==> src/rtl/rangefinder_driver.sv <==
// rangefinder_driver: buffers up to DEPTH host samples and replays them to a
// rangefinder over the go/finish streaming protocol, then captures the
// returned range/error flag and reports them with a one-cycle done pulse.
module rangefinder_driver #(
  parameter int WIDTH = 16,
  parameter int DEPTH = 8
) (
  input  logic                     clock,
  input  logic                     reset,
  input  logic                     wr_en,
  input  logic [WIDTH-1:0]         wr_data,
  input  logic                     start,
  output logic [$clog2(DEPTH):0]   count,
  output logic                     full,
  output logic                     busy,
  output logic                     done,
  output logic [WIDTH-1:0]         result,
  output logic                     result_err,
  output logic                     rf_go,
  output logic                     rf_finish,
  output logic [WIDTH-1:0]         rf_data,
  input  logic [WIDTH-1:0]         rf_range,
  input  logic                     rf_error
);

  localparam int AW = $clog2(DEPTH);
  localparam int CW = AW + 1;
  localparam logic [CW-1:0] DEPTH_C = CW'(DEPTH);

  typedef enum logic [1:0] {IDLE, SEND, FIN, WAIT} state_t;

  state_t           state_q, state_d;
  logic [CW-1:0]    count_q, count_d;
  logic [AW-1:0]    idx_q, idx_d;
  logic [AW-1:0]    idx_nxt;
  logic [WIDTH-1:0] buf_q [DEPTH];
  logic [WIDTH-1:0] buf_d [DEPTH];
  logic             full_q, full_d;
  logic             busy_q, busy_d;
  logic             done_q, done_d;
  logic [WIDTH-1:0] result_q, result_d;
  logic             result_err_q, result_err_d;
  logic             rf_go_q, rf_go_d;
  logic             rf_finish_q, rf_finish_d;
  logic [WIDTH-1:0] rf_data_q, rf_data_d;

  // Next-state and registered-output computation. state_q names the cycle the
  // outputs currently show; count_q stays frozen during a replay and is the N.
  always_comb begin
    state_d      = state_q;
    count_d      = count_q;
    idx_d        = idx_q;
    buf_d        = buf_q;
    busy_d       = 1'b0;
    done_d       = 1'b0;
    result_d     = result_q;
    result_err_d = result_err_q;
    rf_go_d      = 1'b0;
    rf_finish_d  = 1'b0;
    rf_data_d    = '0;
    idx_nxt      = idx_q + AW'(1);

    case (state_q)
      IDLE: begin
        if (start && (count_q != '0)) begin
          state_d   = SEND;
          idx_d     = '0;
          busy_d    = 1'b1;
          rf_go_d   = 1'b1;
          rf_data_d = buf_q[0];
        end else if (!start && wr_en && (count_q != DEPTH_C)) begin
          buf_d[count_q[AW-1:0]] = wr_data;
          count_d                = count_q + CW'(1);
        end
      end
      SEND: begin
        busy_d = 1'b1;
        if ({1'b0, idx_q} == (count_q - CW'(1))) begin
          state_d     = FIN;
          rf_finish_d = 1'b1;
          rf_data_d   = rf_data_q;
        end else begin
          idx_d     = idx_nxt;
          rf_data_d = buf_q[idx_nxt];
        end
      end
      FIN: begin
        busy_d  = 1'b1;
        state_d = WAIT;
      end
      WAIT: begin
        state_d      = IDLE;
        done_d       = 1'b1;
        result_d     = rf_range;
        result_err_d = rf_error;
        count_d      = '0;
      end
      default: state_d = IDLE;
    endcase

    full_d = (count_d == DEPTH_C);
  end

  // Control and output registers with synchronous reset.
  always_ff @(posedge clock) begin
    if (reset) begin
      state_q      <= IDLE;
      count_q      <= '0;
      idx_q        <= '0;
      full_q       <= 1'b0;
      busy_q       <= 1'b0;
      done_q       <= 1'b0;
      result_q     <= '0;
      result_err_q <= 1'b0;
      rf_go_q      <= 1'b0;
      rf_finish_q  <= 1'b0;
      rf_data_q    <= '0;
    end else begin
      state_q      <= state_d;
      count_q      <= count_d;
      idx_q        <= idx_d;
      full_q       <= full_d;
      busy_q       <= busy_d;
      done_q       <= done_d;
      result_q     <= result_d;
      result_err_q <= result_err_d;
      rf_go_q      <= rf_go_d;
      rf_finish_q  <= rf_finish_d;
      rf_data_q    <= rf_data_d;
    end
  end

  // Sample buffer storage; contents survive reset and completion.
  always_ff @(posedge clock) begin
    buf_q <= buf_d;
  end

  assign count      = count_q;
  assign full       = full_q;
  assign busy       = busy_q;
  assign done       = done_q;
  assign result     = result_q;
  assign result_err = result_err_q;
  assign rf_go      = rf_go_q;
  assign rf_finish  = rf_finish_q;
  assign rf_data    = rf_data_q;

endmodule

==> config.mk <==
export PLATFORM = sky130hd
export DESIGN_NAME = rangefinder_driver
export DESIGN_NICKNAME = d
export VERILOG_FILES = /design/src/rtl/rangefinder_driver.sv
export SDC_FILE = /design/constraint.sdc
export NUM_CORES = 1
export LEC_CHECK = 0
export BUFFER_PORTS_ARGS = -buffer_cell sky130_fd_sc_hd__buf_2
export CAP_MARGIN = 20
export CORE_MARGIN = 4
export CORE_UTILIZATION = 40
export DETAILED_ROUTE_END_ITERATION = 6
export PLACE_DENSITY = 0.65
export SYNTH_ARGS = -nofsm -noshare
export SYNTH_HDL_FRONTEND = slang
export SYNTH_SLANG_ARGS = --single-unit
==> constraint.sdc <==
create_clock -name clock -period 5.82 [get_ports clock]
set_input_delay 0.873 -clock clock [delete_from_list [all_inputs] [get_ports clock]]
set_output_delay 0.873 -clock clock [all_outputs]
set_load 0.02 [all_outputs]
==> impl_metrics.ini <==
[logic_synthesis]
ys_seq_area_share_pct = 69.7
synth_xor_xnor_area_share_pct = 0.893
synth_enable_flop_cells = 128
ys_warn_count = 0
postSynthAreaPerCell_um2 = 16.4
synth_top_area_cell = sky130_fd_sc_hd__edfxtp_1
synth_net_count = 463
dominant_combinational_cell_family_by_area_after_synthesis = multiplexers
ys_top_cells_by_area = sky130_fd_sc_hd__edfxtp_1 56%, sky130_fd_sc_hd__dfxtp_1 14%, sky130_fd_sc_hd__mux4_2 10%, sky130_fd_sc_hd__mux2i_1 2.8%, sky130_fd_sc_hd__nand2_1 2.1%
syn_inst = 419
yosys-mux-area-fraction_pct = 13.3
synth.ff_latch_count = 175
syn-cell-area_um2 = 6870
synth-main-ff-cell = sky130_fd_sc_hd__edfxtp_1
yosys.area_share.simple_pct = 6.90
fraction_of_the_mapped_netlist_area_in_compound_gates_pct = 5.76
yosys.area_share.adder_pct = 1.28
synth_top_cell_area_share_pct = 56.0
netlist-cell-type-count = 45
post_synth_arst_share_pct = 0

[cts]
htree_levels = 4
cts_num_sinks = 175
cts.path.max_buffers = 2
tritoncts = yes
cts_repair_resize_count = 0
post_cts_hold_buffer_count = 0
post-cts-setup-buffer-count = 0
clock_insertion_delay_worst_skew_ps = 410
numCtsBuffers = 17
clock_tree.root_cell = sky130_fd_sc_hd__clkbuf_16
clock_pin_slew_on_the_worst_setup_and_hold_paths_ps = 60

[route]
top_layer_used = met5
drt_pre_antenna_iters = 5
wire_per_inst_um = 19.6
totalWireLength_um = 14400
met3RoutedLength_um = 934
vias = 3872
detailed_route_wire_length_on_metal_1_um = 6180
remaining_drc_errors = 0
met2RoutedLength_um = 7120
final_antenna_net_count = 0
avgViaCountPerCell = 5.26
drt_first_iter_violations = 275

[floorplan]
total_number_of_placement_rows = 47
die_h_um = 139
count_of_boundary_i_o_pins = 79
initial_core_util_pct = 41.1
placeableCoreArea_um2 = 16700
chipWidth_um = 139
total_die_area_um2 = 19300

[power_and_ir_drop]
pwr-share-seq_pct = 48.2
power.density_cell_area_nw_per_um2 = 366
clockPowerShare_pct = 37.6
power.share.switching_pct = 25.4
power_leakage_nw = 2.87
intPower_mw = 2.22
power.total_mw = 2.97
netSwitchingPower_mw = 0.754
power_frac_comb_pct = 14.2
ir_drop_uv = 307

[placement]
gp_routability_congestion = 0.791
placement.io_buffers = 78
placed_cells_incl_taps = 702
dp_hpwl_um = 8580

[global_route]
grt-ovfl-total = 0
largest_net_degree_at_the_start_of_global_routing = 30
grt_antenna_before_repair = 1
grt_pass1_vias = 4069
groute.usage.overall_pct = 15.5
grt_pass1_wl_um = 23000

[worst_setup_path]
criticalPathCategory = reg2reg
critical_path_arrival_ps = 3420
timing.critical_path.from_type = flip-flop
timing.critical_path.cells = buf_4 > ha_1 > buf_4 > mux4_2 > a22oi_1 > nand2_1 > a22o_1
ff2ff_setup_slack_ps = 2710
endpoint_kind = flip-flop
critical_path.n_buffers_inverters = 2
critical_path_maximum_fanout = 26
worst_path_dominant_cell_family = buffers and inverters
max_stage_delay_ps = 780
critPathRequiredTime_ps = 6120
crit_slowest_cell = sky130_fd_sc_hd__dfxtp_2
worst_path_most_repeated_cell = sky130_fd_sc_hd__buf_4

[timing]
final-hold-violation-count = 0
final_clock_skew_ps = 9.32
timing.slew.headroom_pct = 29.3
finalSetupViolations = 0
clock.fmax_ghz = 0.321
final.period_utilization_pct = 53.5
timing.final.crit_period_ps = 3110
timing.setup.tns_ps = 0
grt_setup_unrepaired = false
tightestPinTransition_ps = 1060
final-max-slew-violation-count = 0

[layout]
fillers = 1438
final-instance-count-excl-fill = 736
area_added_between_synthesis_and_finish_pct = 18.3
fin_util_pct = 48.7
drive_above_1_share_pct = 31.6
layout.nets = 547
diodes = 0

[flow_run]
cap_violations = 0

[hold_path]
hold_path_class = reg2reg

[outcome]
run_status = finished clean
-- through the flow --
stage | cell area, µm² | setup WS, ps | hold slack, ps
after floorplan | 6870 | 2870 | 478
after global placement | 7490 | 2720 | 459
after detailed placement | 7490 | 2650 | 461
after CTS | 8090 | 2660 | 484
after global routing | 8130 | 2480 | 497
final | 8130 | 2710 | 480
-- logic make-up after synthesis --
family | after synthesis
buffers and inverters | 29
flip-flops | 175
AND/OR/NAND/NOR | 100
adder cells (fa/ha/maj) | 7
AO/OA/AOI/OAI | 50
XOR/XNOR | 7
multiplexers | 51
-- routing by layer --
layer / GRT usage, % / vias up
met5: 0 / -
met4: 4.74 / 2
met3: 4.62 / 13
met2: 25.2 / 142
met1: 20.1 / 1931
li1: - / 1784
-- flip-flops by register name (all words and copies together), names as in the netlist --
signal      cells
result         16
buf_q         128
rf_go           1
count           4
rf_data        16
busy            1
rf_finish       1
done            1
state_q         2
idx_q           3
full            1
result_err      1
-- final timing paths --
path | cells past startpoint | startpoint | end
hold reg to reg | 1 | rf_data[7] | rf_data[7]
hold / removal | 1 | rf_data[7] | rf_data[7]
setup / recovery | 7 | idx_q[0] | rf_data[14]
setup reg to reg | 7 | idx_q[0] | rf_data[14]
-- cell usage in the layout (no fill, tap or decap), types with 2 or more instances in the layout --
master / count
sky130_fd_sc_hd__inv_1: 6
sky130_fd_sc_hd__clkinvlp_4: 2
sky130_fd_sc_hd__mux2i_1: 19
sky130_fd_sc_hd__clkbuf_8: 2
sky130_fd_sc_hd__a22oi_1: 16
sky130_fd_sc_hd__nor2b_1: 3
sky130_fd_sc_hd__nand3_1: 3
sky130_fd_sc_hd__inv_6: 3
sky130_fd_sc_hd__xor2_1: 5
sky130_fd_sc_hd__nand2_1: 39
sky130_fd_sc_hd__bufinv_16: 2
sky130_fd_sc_hd__or2_2: 2
sky130_fd_sc_hd__buf_2: 78
sky130_fd_sc_hd__buf_4: 8
sky130_fd_sc_hd__dfxtp_1: 46
sky130_fd_sc_hd__a22o_1: 16
sky130_fd_sc_hd__clkbuf_1: 2
sky130_fd_sc_hd__a21oi_1: 2
sky130_fd_sc_hd__mux4_2: 32
sky130_fd_sc_hd__nand2b_1: 2
sky130_fd_sc_hd__nor3_4: 5
sky130_fd_sc_hd__xnor2_1: 2
sky130_fd_sc_hd__nor2_1: 33
sky130_fd_sc_hd__nor3_1: 3
sky130_fd_sc_hd__o21ai_0: 6
sky130_fd_sc_hd__ha_1: 7
sky130_fd_sc_hd__clkbuf_16: 17
sky130_fd_sc_hd__edfxtp_1: 128
-- cells in the mapped netlist (4+ instances only) --
cell type                  count
sky130_fd_sc_hd__mux2i_1      19
sky130_fd_sc_hd__mux4_2       32
sky130_fd_sc_hd__xor2_1        5
sky130_fd_sc_hd__inv_1         6
sky130_fd_sc_hd__o21ai_0       6
sky130_fd_sc_hd__ha_1          7
sky130_fd_sc_hd__a22o_1       16
sky130_fd_sc_hd__nor3_1        5
sky130_fd_sc_hd__buf_2         7
sky130_fd_sc_hd__edfxtp_1    128
sky130_fd_sc_hd__dfxtp_1      47
sky130_fd_sc_hd__nor2_1       34
sky130_fd_sc_hd__a22oi_1      16
sky130_fd_sc_hd__nand2_1      39
sky130_fd_sc_hd__clkbuf_1      9
sky130_fd_sc_hd__buf_6         4
-- power by group through the flow --
stage / combinational (mW) / sequential, mW / clock [mW]
6_report: 0.422 / 1.43 / 1.12
5_1_grt: 0.462 / 1.44 / 1.21
4_1_cts: 0.420 / 1.43 / 1.14
3_5_place_dp: 0.416 / 1.46 / 0
3_3_place_gp: 0.407 / 1.46 / 0
2_1_floorplan: 0.277 / 1.47 / 0
-- cell type report --
cell class | instances | area (µm²) | area share (%)
inverters | 6 | 22.5 | 0.277
flip-flops and latches | 175 | 4790 | 58.9
clock inverters | 11 | 130 | 1.60
well taps | 220 | 275 | 3.39
clock buffers | 21 | 460 | 5.67
repair buffers | 88 | 493 | 6.07
multi-input cells | 215 | 1960 | 24.1
Power figures use the tool's default switching activity.
